===== config.mk =====
export PLATFORM = sky130hd
export DESIGN_NAME = lidar_scan_ctrl
export DESIGN_NICKNAME = d
export VERILOG_FILES = /design/src/rtl/lidar_scan_ctrl.sv
export SDC_FILE = /design/constraint.sdc
export NUM_CORES = 1
export LEC_CHECK = 0
export ABC_AREA = 1
export BUFFER_PORTS_ARGS = -buffer_cell sky130_fd_sc_hd__buf_2
export CAP_MARGIN = 20
export CORE_MARGIN = 2
export CORE_UTILIZATION = 63
export DETAILED_ROUTE_END_ITERATION = 10
export PLACE_DENSITY = 0.84
export RECOVER_POWER = 25
export SLEW_MARGIN = 5
export SYNTH_ARGS = -nofsm -noshare
export SYNTH_HDL_FRONTEND = slang
export SYNTH_SLANG_ARGS = --single-unit

===== constraint.sdc =====
create_clock -name clk -period 3.42 [get_ports clk]
set_input_delay 0.171 -clock clk [delete_from_list [all_inputs] [get_ports clk]]
set_output_delay 0.171 -clock clk [all_outputs]
set_load 0.05 [all_outputs]

===== src/rtl/lidar_scan_ctrl.sv =====
// LiDAR scan session controller: start/stop command bytes over UART TX, frame
// watchdog with bounded start retries, and per-bit obstacle debounce filter.
module lidar_scan_ctrl #(
  parameter logic [7:0]  CMD_HDR        = 8'hA5,
  parameter logic [7:0]  CMD_START      = 8'h60,
  parameter logic [7:0]  CMD_STOP       = 8'h65,
  parameter int unsigned TIMEOUT_CYCLES = 1000000,
  parameter int unsigned MAX_RETRIES    = 3,
  parameter int unsigned FILTER_N       = 3
) (
  input  logic        clk,
  input  logic        reset,
  input  logic        en,
  output logic [7:0]  tx_data,
  output logic        tx_dv,
  input  logic        tx_done,
  input  logic        frame_dv,
  input  logic [7:0]  frame_ct,
  input  logic [15:0] frame_obs,
  output logic [15:0] obs_stable,
  output logic        obs_valid,
  output logic [15:0] frame_count,
  output logic        fault,
  output logic [2:0]  state_dbg
);

  localparam int unsigned TIMER_W = ($clog2(TIMEOUT_CYCLES) > 20) ? $clog2(TIMEOUT_CYCLES) : 20;
  localparam int unsigned RETRY_W = 5;
  localparam int unsigned CNT_W   = 3;
  localparam int unsigned OBS_W   = 16;

  typedef enum logic [2:0] {
    IDLE       = 3'd0,
    TX_B0      = 3'd1,
    TX_B1      = 3'd2,
    WAIT_FRAME = 3'd3,
    FAULT      = 3'd4,
    STOP_B0    = 3'd5,
    STOP_B1    = 3'd6
  } state_t;

  state_t                       state_q, state_d;
  logic [TIMER_W-1:0]           timer_q, timer_d;
  logic [RETRY_W-1:0]           retries_q, retries_d, retry_inc;
  logic                         stop_req_q, stop_req_d;
  logic [OBS_W-1:0][CNT_W-1:0]  cnt_q, cnt_d;
  logic [OBS_W-1:0]             stable_d;
  logic [7:0]                   tx_data_d;
  logic                         tx_dv_d;
  logic                         fault_d;
  logic [15:0]                  frame_count_d;
  logic                         frame_acc;
  logic                         enter_idle;

  assign retry_inc = retries_q + RETRY_W'(1);
  assign state_dbg = state_q;

  // Next state, watchdog/retry bookkeeping and registered-output next values
  always_comb begin
    state_d       = state_q;
    timer_d       = timer_q;
    retries_d     = retries_q;
    stop_req_d    = stop_req_q;
    frame_acc     = 1'b0;
    enter_idle    = 1'b0;
    tx_dv_d       = 1'b0;
    tx_data_d     = tx_data;
    fault_d       = fault;
    frame_count_d = frame_count;

    unique case (state_q)
      IDLE: if (en) state_d = TX_B0;
      TX_B0: begin
        if (!en) stop_req_d = 1'b1;
        if (tx_done) state_d = TX_B1;
      end
      TX_B1: begin
        // A stop request seen during the start command is honoured once it completes
        if (tx_done) begin
          state_d    = (stop_req_q || !en) ? STOP_B0 : WAIT_FRAME;
          stop_req_d = 1'b0;
        end else if (!en) begin
          stop_req_d = 1'b1;
        end
      end
      WAIT_FRAME: begin
        timer_d = timer_q + TIMER_W'(1);
        if (frame_dv) begin
          timer_d   = '0;
          retries_d = '0;
          frame_acc = (frame_ct != 8'd0);
        end else if (timer_q == TIMER_W'(TIMEOUT_CYCLES - 1)) begin
          retries_d = retry_inc;
          state_d   = (retry_inc <= RETRY_W'(MAX_RETRIES)) ? TX_B0 : FAULT;
        end
        if (!en) state_d = STOP_B0;
      end
      FAULT:   if (!en) state_d = STOP_B0;
      STOP_B0: if (tx_done) state_d = STOP_B1;
      STOP_B1: if (tx_done) state_d = IDLE;
      default: state_d = IDLE;
    endcase

    if (state_d == WAIT_FRAME && state_q != WAIT_FRAME) timer_d = '0;

    enter_idle = (state_d == IDLE) && (state_q != IDLE);
    if (enter_idle) begin
      retries_d  = '0;
      stop_req_d = 1'b0;
      fault_d    = 1'b0;
    end
    if (state_d == FAULT) fault_d = 1'b1;

    // One send request on entry to each command-byte state
    if (state_d != state_q) begin
      unique case (state_d)
        TX_B0, STOP_B0: begin tx_dv_d = 1'b1; tx_data_d = CMD_HDR;   end
        TX_B1:          begin tx_dv_d = 1'b1; tx_data_d = CMD_START; end
        STOP_B1:        begin tx_dv_d = 1'b1; tx_data_d = CMD_STOP;  end
        default:        ;
      endcase
    end

    if (frame_acc) frame_count_d = frame_count + 16'd1;
  end

  // Per-bit saturating debounce counters
  always_comb begin
    cnt_d    = cnt_q;
    stable_d = obs_stable;
    if (frame_acc) begin
      for (int i = 0; i < OBS_W; i++) begin
        if (frame_obs[i])
          cnt_d[i] = (cnt_q[i] >= CNT_W'(FILTER_N)) ? CNT_W'(FILTER_N) : cnt_q[i] + CNT_W'(1);
        else
          cnt_d[i] = '0;
        stable_d[i] = (cnt_d[i] == CNT_W'(FILTER_N));
      end
    end
    if (enter_idle) begin
      cnt_d    = '0;
      stable_d = '0;
    end
  end

  always_ff @(posedge clk) begin
    if (reset) begin
      state_q     <= IDLE;
      timer_q     <= '0;
      retries_q   <= '0;
      stop_req_q  <= 1'b0;
      cnt_q       <= '0;
      obs_stable  <= '0;
      obs_valid   <= 1'b0;
      frame_count <= '0;
      fault       <= 1'b0;
      tx_dv       <= 1'b0;
      tx_data     <= '0;
    end else begin
      state_q     <= state_d;
      timer_q     <= timer_d;
      retries_q   <= retries_d;
      stop_req_q  <= stop_req_d;
      cnt_q       <= cnt_d;
      obs_stable  <= stable_d;
      obs_valid   <= frame_acc;
      frame_count <= frame_count_d;
      fault       <= fault_d;
      tx_dv       <= tx_dv_d;
      tx_data     <= tx_data_d;
    end
  end

endmodule


# After elaboration in Yosys (flattened, before gate mapping)
# Cells that the tools add are included.
[totals]
reg_bits = 120
in_bits = 29
output_inout_bits = 46
elab_cells = 185
[op_classes]
n_addsub = 19
order_cmp = 17
n_eq_ne = 31
muxes = 72
n_bitwise = 1
reduce_logical = 19
[ops]
columns = ["cell", "count"]
rows = [
  ["3-bit two-way mux", 59],
  ["3-bit by 2-bit equality test with 1-bit output, second input constant", 20],
  ["3-bit by 1-bit adder with 3-bit output, second input constant", 16],
  ["3-bit by 2-bit >= comparator with 1-bit output, second input constant", 16],
  ["8-bit one-hot mux with 3 select lines", 1],
  ["3-bit one-hot mux with 7 select lines", 1],
  ["20-bit by 1-bit adder with 20-bit output, second input constant", 1],
  ["20-bit equality test, second input constant", 1],
  ["20-bit two-way mux", 1],
  ["3-bit equality test, second input constant", 6],
  ["16-bit by 1-bit adder with 16-bit output, second input constant", 1],
  ["5-bit two-way mux", 2],
  ["8-bit nonzero test", 1],
  ["2-bit OR reduction", 4],
  ["1-bit two-way mux", 7],
  ["3-bit by 1-bit equality test with 1-bit output, second input constant", 2],
  ["3-bit zero test", 2],
  ["2-bit nonzero test", 3],
  ["3-bit nonzero test", 2],
  ["5-bit by 1-bit adder with 5-bit output, second input constant", 1],
  ["5-bit by 2-bit <= comparator with 1-bit output, second input constant", 1],
  ["2-bit AND reduction", 2],
  ["4-bit OR reduction", 1],
  ["3-bit by 2-bit inequality test with 1-bit output, second input constant", 1],
  ["6 further kinds", 7],
]

# Longest topological paths before layout
[logic_depth]
depth_word = 11
mapped_depth = 16
depth_no_buf = 16

# Least setup slack after synthesis
# OpenSTA, ideal clock, no wires.
[synth_timing]
path_type = "reg2reg"
from = "register state_q[1], in the netlist state_dbg[1]"
to = "register timer_q[8]"
arrival_time_ps = 2156
required_ps = 3302
slack_ps = 1146
stages_incl_launch_ff = 14
n_path_buf = 2
period_less_slack_ps = 2274
path_cell_list = "dfxtp_1 buf_4 nand2_2 nor2_8 inv_4 o21ai_0 a21oi_1 nand2_2 nand2_2 o21ai_4 inv_2 nand2_2 buf_6 nor2_2"
[synth_via]
elab_chain_len = 7
elab_cells_between_ends = 21
[synth_lines]
columns = ["element", "line", "rtl"]
rows = [
  ["start: declaration", "42", "state_t state_q, state_d;"],
  ["start signal: assignment", "160", "state_q <= state_d;"],
  ["3-bit two-way mux", "92", "end else if (timer_q == TIMER_W'(TIMEOUT_CYCLES - 1)) begin"],
  ["3-bit two-way mux", "88", "if (frame_dv) begin"],
  ["3-bit two-way mux", "96", "if (!en) state_d = STOP_B0;"],
  ["3-bit one-hot mux with 7 select lines", "71", "unique case (state_q)"],
  ["3-bit by 2-bit equality test with 1-bit output", "104", "if (state_d == WAIT_FRAME && state_q != WAIT_FRAME) timer_d = '0;"],
  ["1-bit logical AND", "104", ""],
  ["2-bit OR reduction (no source line)", "-", ""],
  ["end signal: assignment", "161", "timer_q <= timer_d;"],
  ["end: declaration", "43", "logic [TIMER_W-1:0] timer_q, timer_d;"],
]
# Parallel ways exist; a longest one is shown, timed or not.
# A chain may end at the register's enable or synchronous reset.

# Worst setup path after layout
[layout_timing]
from = "register timer_q[0]"
to = "register cnt_q[41] (netlist name)"
[layout_via]
elab_chain_len = 8
[layout_lines]
columns = ["element", "line", "rtl"]
rows = [
  ["20-bit equality test", "92", ""],
  ["3-bit two-way mux", "92", ""],
  ["3-bit two-way mux", "88", ""],
  ["3-bit two-way mux", "96", ""],
  ["3-bit one-hot mux with 7 select lines", "71", ""],
  ["3-bit zero test", "106", "enter_idle = (state_d == IDLE) && (state_q != IDLE);"],
  ["1-bit logical AND", "106", ""],
  ["2-bit OR reduction (no source line)", "-", ""],
  ["end signal: assignment", "164", "cnt_q <= cnt_d;"],
  ["end: declaration", "46", "logic [OBS_W-1:0][CNT_W-1:0] cnt_q, cnt_d;"],
]
# Every way passes these cells.

==> key figures <==
Power
  – Pwr Density: 512 mW/mm2
  – P_int: around 2800 uW
  – Sw power: 813 uW
  – Switching part of the total: 0.223
  – Gate power share: 0.070
  – LEAKAGE: 0.00277 uW
  – Max VDD drop: 0.000320 V
  – Seq pwr share: 0.381
  – Clock power frac: 0.548
  – Total power: between 3000 and 4000 uW

Routing
  – Post-DR wirelength/cell: 12.9 um
  – Post-Route WL: about 14000 um
  – Vias/cell: 5.53
  – First-pass iteration count of the detailed router: 5
  – Drc violations: 0
  – Initial DRC count: 306
  – Routed vias: 5817
  – Post-DRT Antenna Nets: 0

Final layout
  – Most common cell after layout, fill and taps aside: nand2_1
  – Most frequent cells in the layout: nand2_1, o21ai_0, dfxtp_1
  – Share of cells above drive strength 1: 0.120
  – Final Util: 0.768
  – Antenna diodes: 0
  – Area growth syn-to-layout: 17.2%
  – Nets: just under 1000
  – Layout Cells excl Fill: 1052

Setup path
  – RR Endpoint: cnt_q[41]
  – Worst setup startpoint: timer_q[0]
  – R2r setup slk: 860 ps
  – RR Startpoint: timer_q[0]
  – Critical path endpoint: cnt_q[41]
  – Req. time, crit path: 3790 ps
  – CP endpoint kind: flip-flop
  – CP max FO: 70
  – WP data arrival: a little under 3000 ps
  – Setup CP Type: reg -> reg
  – Critical Path Source Type: flip-flop
  – Reg2Reg Depth: 13

Clocking
  – Total CTS buffers: 17
  – Reg clk slew, reported paths: about 60 ps
  – Root Driver: clkbuf_8
  – CTS tree: yes
  – Post-CTS Setup Bufs: 0
  – H-tree levels: 4
  – Worst-skew pair later-pin latency: 510 ps
  – Clock sinks: roughly 120
  – Max Buffers Root-to-Sink: 2

Min path
  – Hold crit path type: in -> reg
  – Hold path start: tx_done

Synth
  – Post-synth ARST share: 0
  – Adder-cell share of the synthesized area: 0.0741
  – Top FF cell, synth: dfxtp_1
  – Cell variety after synth: 39
  – Yosys warns: 0
  – Synthesized netlist cell count: 843
  – Main combinational cell family by area after synthesis: simple AND/OR/NAND/NOR gates
  – Post-Synth Simple-Gate Area: 0.274
  – Post-synthesis xor/xnor area fraction: 0.0274
  – Synth Cell Area: just over 0.006 mm2
  – Sequential cell area fraction in the yosys report: 0.382
  – Syn_area_per_cell: 7.21 um2
  – Mux contribution to synthesized area: 0
  – Seq cells post-synth: 116
  – EDFF count, synth: 0
  – Compound-gate portion of the synthesized area: 0.144

Timing
  – Fin crit share: 0.747
  – Worst clock skew: 5.93 ps
  – Worst slew pin tran: around 680 ps
  – Hold Fails Final Rpt: 0
  – Crit path time final: about 2600 ps
  – Rel. slew slack: 0.545
  – Setup violators final: 0
  – Setup TNS: 0 ps
  – RSZ-0062 raised after global routing: no
  – Max-slew violations: 0
  – FMAX: about 400 MHz

Floorplanning
  – Core Region: 0.00928 mm2
  – Die area: 0.0105 mm2
  – Initial core utilization: 0.655
  – # rows: 35
  – Top Ports: 75
  – Die extent in x: 102 um
  – Die height: 102 um

Global route
  – Gr usage total: 0.275
  – Largest net degree at the start of global routing: 71
  – First-pass GRT wire length: 23300 um
  – Gr ovfl total: 0
  – Initial antenna violation count: 0
  – Vias in the first global route: 5540

Placement
  – Post-DP HPWL: 9150 um
  – Port Buffers: between 70 and 80
  – Placed cells: 1020
  – Gpl congestion: just under 0.9

Flow run
  – Max Cap Viol: 0

Status
  – Status: finished, final reports clean
==> flip-flops by register name, indices dropped and copies added (netlist names) <==
| register | count |
|---|---|
| stop_req_q | 1 |
| tx_data | 4 |
| frame_count | 16 |
| tx_dv | 1 |
| obs_stable | 16 |
| cnt_q | 48 |
| obs_valid | 1 |
| fault | 1 |
| state_dbg | 3 |
| retries_q | 5 |
| timer_q | 20 |
==> metrics by stage <==
step / instance area, um2 / setup WS, ps / hold slack, ps
after CTS: 7180 / 870 / 40.8
final: 7130 / 864 / 59.3
after global placement: 6500 / 1050 / 437
after detailed placement: 6500 / 951 / 454
after global routing: 7130 / 548 / 93.0
after floorplan: 6090 / 1150 / 247
==> worst min path at each step <==
| stage | depth (start not counted) | end | slack, ps |
|---|---|---|---|
| global placement | 2 | tx_data[5] | 440 |
| global route | 4 | stop_req_q | 90 |
| finish | 4 | stop_req_q | 60 |
| detailed placement | 2 | tx_data[6] | 450 |
| CTS | 4 | stop_req_q | 40 |
| floorplan | 1 | frame_count[12] | 250 |
==> metal layers <==
layer,vias to the layer above,GRT usage,wire [um]
li1,2904,-,-
met1,2698,0.310,5620
met5,-,0,0
met2,187,0.490,6940
met4,0,0.115,216
met3,28,0.0725,800
==> cells by family (layout without fill, tap and decap cells) <==
group,Yosys count,in the layout
compound gates,167,167
xor+xnor,19,19
fa+ha+maj,36,36
buf+inv,147,225
flops,116,116
other cells,1,3
simple gates,357,357
==> synth_stat cells, drive strengths merged, types with 2 or more instances <==
cell / instances / area, um2
a21oi: 36 / 184
a31oi: 2 / 12.5
buf: 18 / 109
clkbuf: 11 / 42.5
dfxtp: 116 / 2320
ha: 36 / 450
inv: 118 / 445
nand2: 130 / 508
nand3: 32 / 170
nand3b: 2 / 15.0
nand4: 24 / 150
nor2: 124 / 551
nor3: 38 / 226
nor3b: 3 / 22.5
nor4: 4 / 25.0
o211ai: 3 / 22.5
o21ai: 122 / 622
xnor2: 6 / 52.6
xor2: 13 / 114
==> repair_timing <==
action / 4_1_cts / 5_1_grt
resized for setup: 0 / 0
endpoints found under the hold margin: 1 / 0
endpoints found under the setup margin: 0 / 0
hold buffers: 1 / 0
==> power by group through the flow <==
| stage | sequential, uW | clock [uW] | combinational, uW |
|---|---|---|---|
| after floorplan | 1470 | 0 | 151 |
| after global placement | 1420 | 0 | 249 |
| after detailed placement | 1420 | 0 | 256 |
| after CTS | 1390 | 2020 | 260 |
| after global routing | 1400 | 2090 | 283 |
| final | 1390 | 2000 | 256 |
==> worst max-delay path, stage by stage (launching register included) <==
cell and delay, ps:
dfxtp_1 370, ha_1 190, nand2_1 110, nor3_4 190, nand3_2 120, nor2_4 120
nand2_1 80, a21oi_1 130, o21ai_1 90, o21ai_1 150, nand2_1 100, nand2_2 70
buf_4 550, nor2_1 110
==> layout make-up <==
cell class,instances,area (um2)
Clock buffer,21,469
Clock inverter,10,200
Fill cell,705,2150
Inverter,118,445
Multi-Input combinational cell,582,3170
Sequential cell,116,2320
Tap cell,129,161
Timing Repair Buffer,76,359
No activity file was read; power rests on OpenSTA's default activity.
